===== src/rtl/pc_seq_unit.sv =====
`default_nettype none
// +---------------------------------------------------------------------------+
// | Module   : pc_seq_unit                                                    |
// | Purpose  : Program-counter sequencer: fetch/commit handshakes, next-PC    |
// |            selection, trap redirect, misalign detect, instret counter.    |
// | Revision : 1.0 - initial release                                          |
// +---------------------------------------------------------------------------+
module pc_seq_unit #(
    parameter int               XLEN       = 32,
    parameter logic [XLEN-1:0]  RESET_PC   = 32'h8000_0000,
    parameter int               ILEN_BYTES = 4,
    parameter int               CNT_W      = 64
) (
    input  logic             clk,
    input  logic             rst,
    output logic [XLEN-1:0]  pc,
    output logic             pc_valid,
    input  logic             pc_ready,
    input  logic             commit_valid,
    input  logic [1:0]       pc_src,
    input  logic [XLEN-1:0]  ext_imm,
    input  logic [XLEN-1:0]  alu_result,
    input  logic             br_taken,
    input  logic             trap_valid,
    input  logic [XLEN-1:0]  trap_vec,
    output logic             redirect,
    output logic             misalign,
    output logic [CNT_W-1:0] instret
);

    typedef enum logic [1:0] {
        S_HOLD  = 2'd0,
        S_FETCH = 2'd1,
        S_EXEC  = 2'd2
    } state_t;

    localparam logic [XLEN-1:0] c_STEP       = XLEN'(ILEN_BYTES);
    localparam logic [XLEN-1:0] c_ALIGN_MASK = XLEN'(ILEN_BYTES - 1);

    state_t           state_q, state_d;
    logic [XLEN-1:0]  pc_q, pc_d;
    logic [CNT_W-1:0] instret_q, instret_d;
    logic             redirect_q, redirect_d;
    logic             misalign_q, misalign_d;

    logic [XLEN-1:0]  w_seq_pc;
    logic [XLEN-1:0]  w_target;
    logic             w_misaligned;

    assign w_seq_pc = pc_q + c_STEP;

    always_comb begin
        w_target = w_seq_pc;
        case (pc_src)
            2'b00:   w_target = w_seq_pc;
            2'b01:   w_target = pc_q + ext_imm;
            2'b10:   w_target = alu_result & ~{{(XLEN-1){1'b0}}, 1'b1};
            default: w_target = br_taken ? (pc_q + ext_imm) : w_seq_pc;
        endcase
    end

    assign w_misaligned = |(w_target & c_ALIGN_MASK);

    always_comb begin
        state_d    = state_q;
        pc_d       = pc_q;
        instret_d  = instret_q;
        redirect_d = 1'b0;
        misalign_d = 1'b0;
        case (state_q)
            S_HOLD: state_d = S_FETCH;
            S_FETCH: begin
                // A trap abandons any fetch handshake happening this cycle.
                if (trap_valid) begin
                    pc_d       = trap_vec;
                    redirect_d = 1'b1;
                end else if (pc_ready) begin
                    state_d = S_EXEC;
                end
            end
            S_EXEC: begin
                if (trap_valid) begin
                    pc_d       = trap_vec;
                    redirect_d = 1'b1;
                    state_d    = S_FETCH;
                end else if (commit_valid) begin
                    instret_d = instret_q + 1'b1;
                    state_d   = S_FETCH;
                    if (w_misaligned) begin
                        pc_d       = trap_vec;
                        misalign_d = 1'b1;
                        redirect_d = 1'b1;
                    end else begin
                        pc_d       = w_target;
                        redirect_d = (w_target != w_seq_pc);
                    end
                end
            end
            default: state_d = S_HOLD;
        endcase
    end

    always_ff @(posedge clk or posedge rst) begin
        if (rst) begin
            state_q    <= S_HOLD;
            pc_q       <= RESET_PC;
            instret_q  <= '0;
            redirect_q <= 1'b0;
            misalign_q <= 1'b0;
        end else begin
            state_q    <= state_d;
            pc_q       <= pc_d;
            instret_q  <= instret_d;
            redirect_q <= redirect_d;
            misalign_q <= misalign_d;
        end
    end

    assign pc       = pc_q;
    assign pc_valid = (state_q == S_FETCH);
    assign redirect = redirect_q;
    assign misalign = misalign_q;
    assign instret  = instret_q;

endmodule
`default_nettype wire


===== config.mk =====
export PLATFORM = sky130hd
export DESIGN_NAME = pc_seq_unit
export DESIGN_NICKNAME = d
export VERILOG_FILES = /design/src/rtl/pc_seq_unit.sv
export SDC_FILE = /design/constraint.sdc
export NUM_CORES = 1
export LEC_CHECK = 0
export BUFFER_PORTS_ARGS = -buffer_cell sky130_fd_sc_hd__buf_2
export CORE_UTILIZATION = 50
export DETAILED_ROUTE_END_ITERATION = 10
export PLACE_DENSITY = 0.78
export SETUP_SLACK_MARGIN = 0.2
export SLEW_MARGIN = 25
export SYNTH_ARGS = -nofsm -noshare
export SYNTH_HDL_FRONTEND = slang
export SYNTH_SLANG_ARGS = --single-unit

===== constraint.sdc =====
create_clock -name clk -period 3.4 [get_ports clk]
set_input_delay 0.51 -clock clk [delete_from_list [all_inputs] [get_ports clk]]
set_output_delay 0.51 -clock clk [all_outputs]
set_load 0.005 [all_outputs]

==> key figures <==
STA
  • Fin crit period: 3.58 ns
  • RSZ-0062 raised after global routing: true
  • Hold WS: 0.225 ns
  • Final TNS setup: -0.249 ns
  • Max transition margin: 42.0%
  • Final Worst Setup Slack: -0.181 ns
  • Final Setup Violations: 2
  • Peak Freq: 279 MHz
  • Worst Clk Skew: 0.0118 ns
  • Endpoints failing hold: 0
  • Slew at the pin closest to its max-slew limit: 0.866 ns
  • Final Max Slew Viols: 0
  • Final period util: 105%

Setup path
  • Slowest stage cell, crit path: dfrtp_1
  • WP buf/inv: 2
  • CP arrival: 3.82 ns
  • Most used cell, CP: buf_4
  • Setup crit end kind: flip-flop
  • Worst path max stage delay: 0.40 ns
  • Family with the most delay on the worst path: compound AO/OA/AOI/OAI gates
  • Crit-path cells: ha_2 > fa_2 > a21o_1 > a221oi_2 > buf_4 > o2bb2ai_4 > or3_1 > a31oi_2 > xor2_1 > o211ai_1 > nor4b_2 > buf_4 > nand4_1 > a211oi_2 > a41oi_1
  • CP startpoint kind: flip-flop
  • Critical path class: reg2reg
  • Critical path fanouts, max: 4
  • Data required time of the critical path: 3.64 ns

Drt
  • Vias: 10200
  • Vias/cell: 6.00
  • Initial drt markers: 1041
  • WL final: 33800 µm
  • Routed len/inst: 20.0 µm
  • Final ANT Viol Nets: 0
  • Remaining DRCs: 0
  • Drt first pass iters: 6

Clock tree
  • Cts bufs inserted: 9
  • Clock Latency Late Sink: 0.37 ns
  • CTS H-tree depth: 3
  • CTS Sinks: 100
  • CTS max path bufs: 2
  • Clock transition at path regs: 0.09 ns
  • Root Buffer: clkbuf_16
  • CTS tree: done

Finish
  • ANT cells: 0
  • Layout area overhead: 39.3%
  • Layout Nets: 1608
  • Filler-free cell count of the finished design: 1692
  • Layout cells sized above 1: 35.5%
  • Fillers: 1350
  • Design Area, Final: 0.0121 mm²

Yosys
  • Post-synth EDFFs: 0
  • Main combinational cell family by area after synthesis: simple AND/OR/NAND/NOR gates
  • Multiplexer share of the synthesized area: 2.47%
  • Simple-Gate Fraction of Synth Area: 25.1%
  • Post-Syn Area per Cell: 8.03 µm²
  • Synthesized netlist cell count: 1086
  • Synth Flop Type: dfrtp_1
  • Adder-cell share of the synthesized area: 5.40%
  • Synthesized area: 0.00872 mm²
  • Fraction of registers with async set/reset: 100%
  • Register area share after synthesis: 28.7%
  • Yosys warnings: 0
  • Compound-Gate Fraction of Synth Area: 21.5%
  • #FFs+latches synth: 100
  • Synth unique cells: 85
  • Area share of xor/xnor cells in the synthesized design: 13.5%
  • Syn_nets: 1227

Placed design
  • Cells after DPL: 1672
  • Port Buf Inserts: 201
  • Gpl congestion: 1.02
  • Post-detail-place hpwl: 26100 µm
  • Area after DPL: 0.0115 mm²

Global routing
  • Global route overflow: 0
  • First-pass GRT wire length: 51500 µm
  • Total GRT Usage: 37.1%
  • Largest net degree at the start of global routing: 54
  • Vias in the first global route: 9658
  • Initial antenna violation count: 0

Outcome
  • Violated checks: negative setup slack
  • Status: finished, violations left

Floorplan
  • Die X: 134 µm
  • Initial Util: 51.8%
  • Die Span Y: 134 µm
  • Std-Cell Rows: 47
  • Die area: 0.0180 mm²
  • Core Region: 0.0168 mm²
  • Top Ports: 203

Power and ir drop
  • VDD IR max: 516 µV
  • Leak Pwr: 0.00574 µW
  • PD cells: 767 mW/mm²
  • Tot Pwr: 9320 µW

Worst hold path
  • Hold crit path type: in2async

Run
  • MaxCap Viol Count: 0
-- per-stage QoR --
stage                     utilization, %  worst slack [ns]
after detailed placement            68.1            -0.425
final                               72.2            -0.181
after global placement              68.1            -0.363
after floorplan                        -             0.138
after global routing                72.2            -0.299
after CTS                           70.6           -0.0907
-- synthesized netlist by cell type (all sizes together), types with 32 or more instances --
cell type / n / area [µm²]
nand2: 138 / 521
dfrtp: 99 / 2480
o21ai: 91 / 455
xnor2: 89 / 787
nor2: 82 / 318
a21oi: 75 / 379
nand3: 54 / 270
clkbuf: 43 / 161
xor2: 39 / 342
ha: 36 / 450
nand4: 32 / 215
-- sequential cells by signal, indices dropped and copies added, names as in the netlist --
signal,cells
pc,32
redirect,1
instret,64
state_q,2
misalign,1
-- what timing repair did --
item	CTS	global route
gates resized for setup	16	63
pin swaps	7	14
endpoints found under the setup margin	9	24
hold buffers	0	0
buffers inserted	2	2
-- per-layer routing --
layer | vias to the layer above | GRT usage [%] | wire, µm
met4 | 0 | 14.4 | 1390
li1 | 4735 | - | -
met5 | - | 0 | 0
met1 | 4756 | 48.9 | 14000
met2 | 550 | 61.5 | 15500
met3 | 110 | 5.14 | 2840
-- where the power goes --
| part | total [µW] | switching, µW | internal (µW) |
|---|---|---|---|
| Combinational | 6520 | 3470 | 3050 |
| Sequential | 1690 | 272 | 1420 |
| Clock | 1100 | 568 | 533 |
-- path summary, 6_finish.rpt --
path | slack [ns] | endpoint | start | depth (start not counted)
max reg2reg | -0.18 | redirect | pc[0] | 15
max in group asynchronous | 2.42 | pc[2] | rst | 3
min in group clk | 0.38 | pc[0] | trap_vec[0] | 3
min reg2reg | 0.49 | instret[63] | instret[63] | 1
max | -0.18 | redirect | pc[0] | 15
min | 0.23 | instret[25] | rst | 2
-- cell usage in the layout, fill, tap and decap left out, drive strengths merged, types with 4 or more instances in the layout --
cell type	Yosys	final
nor4	11	11
clkbuf	43	9
mux2	4	4
nand3	54	54
mux2i	17	17
dfrtp	99	99
a21o	12	12
xnor2	89	89
nand2	138	138
clkinv	1	4
and4	14	14
and2	8	8
nor3	18	18
inv	25	29
o211ai	9	9
buf	6	419
a2111oi	6	6
or3	10	10
a211oi	14	14
a221oi	4	4
o21ai	91	91
and3	25	25
ha	36	36
nand4	32	32
o22ai	11	11
or2	5	5
a32oi	6	6
xor2	39	39
o31ai	12	12
nand2b	6	6
a21oi	75	75
or4	4	4
a31oi	7	7
nor2	82	82
nor2b	11	11
o21a	7	7
a22oi	7	7
-- cell type report --
type	count	area (µm²)	share of cell area, %
timing repair buffer	419	2670	22.0
sequential	100	2510	20.6
tap	220	275	2.27
multi-input combinational	911	6270	51.7
inverter	26	100	0.824
clock buffer	9	225	1.85
clock inverter	7	86.3	0.711
-- logic make-up after synthesis --
kind of cell | Yosys count
AOI/OAI and AO/OA | 296
buffers and inverters | 75
xor gates and xnor gates | 130
muxes | 21
and+or+nand+nor | 427
adders and majority gates | 37
DFF | 100
No activity file was read; power rests on OpenSTA's default activity.
